--- config.mk ---
export PLATFORM = sky130hd
export DESIGN_NAME = digit_entry_controller
export DESIGN_NICKNAME = d
export VERILOG_FILES = /design/src/rtl/entry_pkg.sv /design/src/rtl/button_conditioner.sv /design/src/rtl/digit_entry_controller.sv
export SDC_FILE = /design/constraint.sdc
export NUM_CORES = 1
export LEC_CHECK = 0
export CAP_MARGIN = 40
export CORE_UTILIZATION = 30
export CTS_CLUSTER_SIZE = 10
export DETAILED_ROUTE_END_ITERATION = 7
export PLACE_DENSITY = 0.5
export SYNTH_ARGS = -nofsm -noshare
export SYNTH_HDL_FRONTEND = slang
export SYNTH_SLANG_ARGS = --single-unit
export TNS_END_PERCENT = 30
--- constraint.sdc ---
create_clock -name clk -period 2 [get_ports clk]
set_clock_uncertainty 0.05 [all_clocks]
set_input_delay 0.4 -clock clk [delete_from_list [all_inputs] [get_ports clk]]
set_output_delay 0.4 -clock clk [all_outputs]
set_load 0.05 [all_outputs]
--- src/rtl/entry_pkg.sv ---
// Shared types and default constants for the digit entry front end.
package entry_pkg;

  typedef enum logic [1:0] {
    IDLE    = 2'd0,
    COLLECT = 2'd1,
    VERIFY  = 2'd2,
    DONE    = 2'd3
  } entry_state_t;

  localparam int DEFAULT_DEBOUNCE = 4;
  localparam int DEFAULT_DIGITS   = 4;

endpackage

--- src/rtl/button_conditioner.sv ---
// One push-button: 2-FF synchronizer, stability debounce and rising-edge press pulse.
module button_conditioner
  import entry_pkg::*;
#(
  parameter int DEBOUNCE_CYCLES = DEFAULT_DEBOUNCE  // must be >= 2
) (
  input  logic clk,
  input  logic rst,
  input  logic btn_raw,
  output logic press_pulse
);

  localparam int            CW       = $clog2(DEBOUNCE_CYCLES + 1);
  localparam logic [CW-1:0] LAST_CNT = CW'(DEBOUNCE_CYCLES - 1);

  logic          sync_meta;
  logic          sync_out;
  logic          level;
  logic          level_d;
  logic [CW-1:0] stable_cnt;

  always_ff @(posedge clk or negedge rst) begin
    if (!rst) begin
      sync_meta  <= 1'b0;
      sync_out   <= 1'b0;
      level      <= 1'b0;
      level_d    <= 1'b0;
      stable_cnt <= '0;
    end else begin
      sync_meta <= btn_raw;
      sync_out  <= sync_meta;
      level_d   <= level;
      // Flip only after DEBOUNCE_CYCLES consecutive disagreeing samples.
      if (sync_out == level) begin
        stable_cnt <= '0;
      end else if (stable_cnt == LAST_CNT) begin
        level      <= ~level;
        stable_cnt <= '0;
      end else begin
        stable_cnt <= stable_cnt + CW'(1);
      end
    end
  end

  // Both terms are flops, so the pulse is clean and exactly one cycle wide.
  assign press_pulse = level & ~level_d;

endmodule

--- src/rtl/digit_entry_controller.sv ---
// Collects NUM_DIGITS button presses as bits, then fires a single start_verification pulse.
module digit_entry_controller
  import entry_pkg::*;
#(
  parameter int DEBOUNCE_CYCLES = DEFAULT_DEBOUNCE,
  parameter int NUM_DIGITS      = DEFAULT_DIGITS,
  parameter int CNT_W           = $clog2(NUM_DIGITS + 1)
) (
  input  logic             clk,
  input  logic             rst,
  input  logic             start,
  input  logic             btn1_raw,
  input  logic             btn2_raw,
  output logic             waiting_for_user,
  output logic             digit_bit,
  output logic             start_verification,
  output logic             collecting,
  output logic             done,
  output logic [CNT_W-1:0] digit_count,
  output logic             conflict
);

  localparam logic [CNT_W-1:0] LAST_COUNT = CNT_W'(NUM_DIGITS);

  entry_state_t     state_reg;
  logic [1:0]       btn_raw_bus;
  logic [1:0]       press;
  logic             single_press;
  logic [CNT_W-1:0] count_next;

  // Index 0 is btn1 (digit '1'), index 1 is btn2 (digit '0').
  assign btn_raw_bus = {btn2_raw, btn1_raw};

  generate
    for (genvar gi = 0; gi < 2; gi++) begin : g_btn
      button_conditioner #(
        .DEBOUNCE_CYCLES(DEBOUNCE_CYCLES)
      ) u_cond (
        .clk        (clk),
        .rst        (rst),
        .btn_raw    (btn_raw_bus[gi]),
        .press_pulse(press[gi])
      );
    end
  endgenerate

  assign single_press = press[0] ^ press[1];
  assign count_next   = digit_count + CNT_W'(1);

  always_ff @(posedge clk or negedge rst) begin
    if (!rst) begin
      state_reg          <= IDLE;
      digit_count        <= '0;
      waiting_for_user   <= 1'b0;
      digit_bit          <= 1'b0;
      start_verification <= 1'b0;
      conflict           <= 1'b0;
    end else begin
      waiting_for_user   <= 1'b0;
      start_verification <= 1'b0;
      conflict           <= 1'b0;
      case (state_reg)
        IDLE: begin
          if (start) begin
            state_reg   <= COLLECT;
            digit_count <= '0;
          end
        end
        COLLECT: begin
          // A restart wins over any press arriving in the same cycle.
          if (start) begin
            digit_count <= '0;
          end else if (single_press) begin
            waiting_for_user <= 1'b1;
            digit_bit        <= press[0];
            digit_count      <= count_next;
            if (count_next == LAST_COUNT) state_reg <= VERIFY;
          end else if (&press) begin
            conflict <= 1'b1;
          end
        end
        VERIFY: begin
          start_verification <= 1'b1;
          state_reg          <= DONE;
        end
        DONE: begin
          if (start) begin
            state_reg   <= COLLECT;
            digit_count <= '0;
          end
        end
        default: state_reg <= IDLE;
      endcase
    end
  end

  assign collecting = (state_reg == COLLECT);
  assign done       = (state_reg == DONE);

endmodule

==> impl_metrics.toml <==
[run_status]
status = "finished, final reports clean"

[grt]
grt_overflow = 0
grt_pass1_vias = 611
antenna_found_initial = 0
grt_max_degree = 24
grt_pass1_wl_mm = 2.67
track_usage_pct = 10.4

[timing]
hold_viol = 0
finalSetupViolCount = 0
slew_headroom_pct = 67.1
timing.final.crit_share_pct = 95.6
rsz0062_at_grt = "no"
maxSlewViolCount = 0
worstMarginPinSlew_ps = 492
final.setup.tns_ps = 0
timing.hold.ws_ps = 313
fmax_mhz = 523
finalCriticalPeriod_ps = 1910

[floorplanning]
coreArea_sq_um = 3080
die_area_sq_um = 3490
ioPinCount = 14
dieHeight_um = 59.1
start_util_pct = 31.8
rows = 20
fp.dieW_um = 59.1

[finish]
area_growth_syn_to_layout_pct = 22.4
layout.nets = 108
multi_input_area_sq_um = 384
largest_reg_flops = 6
finalCoreUtilization_pct = 38.9
top_regs = "g_btn.u_cond.stable_cnt x6, digit_count x3"
diodes = 0
top_register = "g_btn.u_cond.stable_cnt"
filler_cell_count = 314
seq_area_sq_um = 576
drive_above_1_share_pct = 16.0
final_area_sq_um = 1200

[clocking]
clk-insertion-delay-late_ps = 300
cts_resized = 0
cts_setup_buffers = 0
path_clk_slew_ps = 110
cts_tree = "done"
cts_buffers = 3
cts_sinks = 23
h-tree-depth = 1
ctsLongestPathBuffers = 2
root_buffer = "clkbuf_4"
holdBufCountCts = 0

[setup_path]
crit_chain = "clkdlybuf4s50_1"
crit_buf_inv = 1
startpoint_type = "flip-flop"
cp-end-kind = "output pin"
crit_required_ps = 1550
crit_family = "buffers and inverters"
worstPathArrival_ps = 1460
crit_slowest_cell = "clkdlybuf4s50_1"
cp_max_fo = 2
critPathMaxStageDelay_ps = 800
crit_type = "flip-flop to output pin"

[synth]
yosysUniqueCellTypes = 25
ys_warn_count = 0
netlist_area_sq_um = 978
ys_seq_area_share_pct = 58.8
ys_ff_latch = 23
syn_avg_cell_area_sq_um = 12.9
syn_nets = 89
synth_cells = 76

[placement]
dp_hpwl_mm = 1.09
port_buffers = 13
placed_cell_area_sq_um = 1170
gp_congestion = 0.757

[drt]
drt_iter0_drc = 6
drc = 0
dr.pass1.iters = 4
routed_wirelength_mm = 1.45
wire_per_inst_um = 10.5
routed_via_density = 4.30
vias = 593
ant_nets = 0

[pwr]
peakVddDrop_mv = 0.419
power.leakage_uw = 0.000558
cellPowerDensity_nw_per_um2 = 1320

[hold_path]
hold_class = "flip-flop to flip-flop"

[job]
max-cap-violations = 0
-- cells in the final DEF, fill, tap and decap left out, drive strengths merged, types with 2 or more instances in the layout --
cell type	synthesis	routed
xnor2	2	2
nor3	2	2
nand2	5	5
and2	3	3
clkdlybuf4s50	0	8
inv	5	5
o311ai	3	3
nor3b	2	2
mux2	3	3
dfrtp	23	23
ha	8	8
clkbuf	0	4
o21ai	2	2
nor2b	8	8
buf	0	6
-- through the flow --
| stage | setup slack, ps | instances | power (uW) |
|---|---|---|---|
| 2_1_floorplan | 167 | 76 | 1180 |
| 3_3_place_gp | 227 | 134 | 1390 |
| 3_5_place_dp | 227 | 134 | 1400 |
| 4_1_cts | 67.4 | 138 | 1610 |
| 5_1_grt | 38.7 | 138 | 1720 |
| 6_report | 88.1 | 138 | 1580 |
-- final cells by class --
type / count / area share, %
tap: 44 / 4.60
inverter: 5 / 1.57
sequential: 23 / 48.1
timing repair buffer: 14 / 11.5
clock buffer: 4 / 2.19
multi-input combinational: 48 / 32.1
-- cells by family after synthesis --
| kind of cell | Yosys count | share of synthesized area [%] |
|---|---|---|
| XOR/XNOR | 3 | 2.69 |
| multiplexers | 3 | 3.45 |
| AO/OA/AOI/OAI | 10 | 7.42 |
| AND/OR/NAND/NOR | 24 | 15.5 |
| buffers and inverters | 5 | 1.92 |
| adder cells (fa/ha/maj) | 8 | 10.2 |
| flip-flops | 23 | 58.8 |
-- synthesized netlist by cell type --
cell type | n | area [sq um]
o21ai_0 | 2 | 10.0
nor2b_1 | 6 | 37.5
inv_1 | 5 | 18.8
or3_4 | 1 | 11.3
nor3_1 | 2 | 10.0
o311ai_0 | 1 | 8.76
xnor2_1 | 2 | 17.5
o221ai_1 | 1 | 8.76
o211ai_1 | 1 | 7.51
mux2_2 | 3 | 33.8
nor3b_1 | 2 | 15.0
a31oi_1 | 1 | 6.26
o311ai_1 | 2 | 17.5
and2_1 | 3 | 18.8
xor2_1 | 1 | 8.76
ha_1 | 8 | 100
dfrtp_1 | 23 | 576
or2b_1 | 1 | 7.51
nand2b_1 | 1 | 6.26
a21oi_1 | 1 | 5.00
a41oi_1 | 1 | 8.76
nor2b_4 | 1 | 13.8
nand2_1 | 5 | 18.8
nor2b_2 | 1 | 8.76
nor2_1 | 1 | 3.75
-- power by group --
part	switching (uW)	total, uW	internal, uW
combinational	412	717	305
clock	126	203	77.6
sequential	78.6	662	583
total	616	1580	966
-- routing by layer --
metal	up-vias	track usage (%)	part of all wire, %	wire length (um)
li1	296	-	-	-
met1	282	12.4	48	691
met2	13	17.2	46	675
met3	2	3.93	5.0	73
met4	0	3.06	0.89	13
met5	-	0	0	0
-- final timing paths --
| path | end | slack [ps] | start | cells past startpoint |
|---|---|---|---|---|
| setup / recovery | digit_bit | 90 | digit_bit | 1 |
| hold / removal | g_btn[0].u_cond.sync_out | 310 | g_btn[0].u_cond.sync_meta | 0 |
| setup reg to reg | digit_count[2] | 250 | g_btn[0].u_cond.level | 5 |
| hold reg to reg | g_btn[0].u_cond.sync_out | 310 | g_btn[0].u_cond.sync_meta | 0 |
| max in group asynchronous | digit_count[1] | 1290 | rst | 2 |
| min in group asynchronous | g_btn[0].u_cond.stable_cnt[2] | 390 | rst | 2 |
Note: power is estimated with default switching activity, not from simulation.
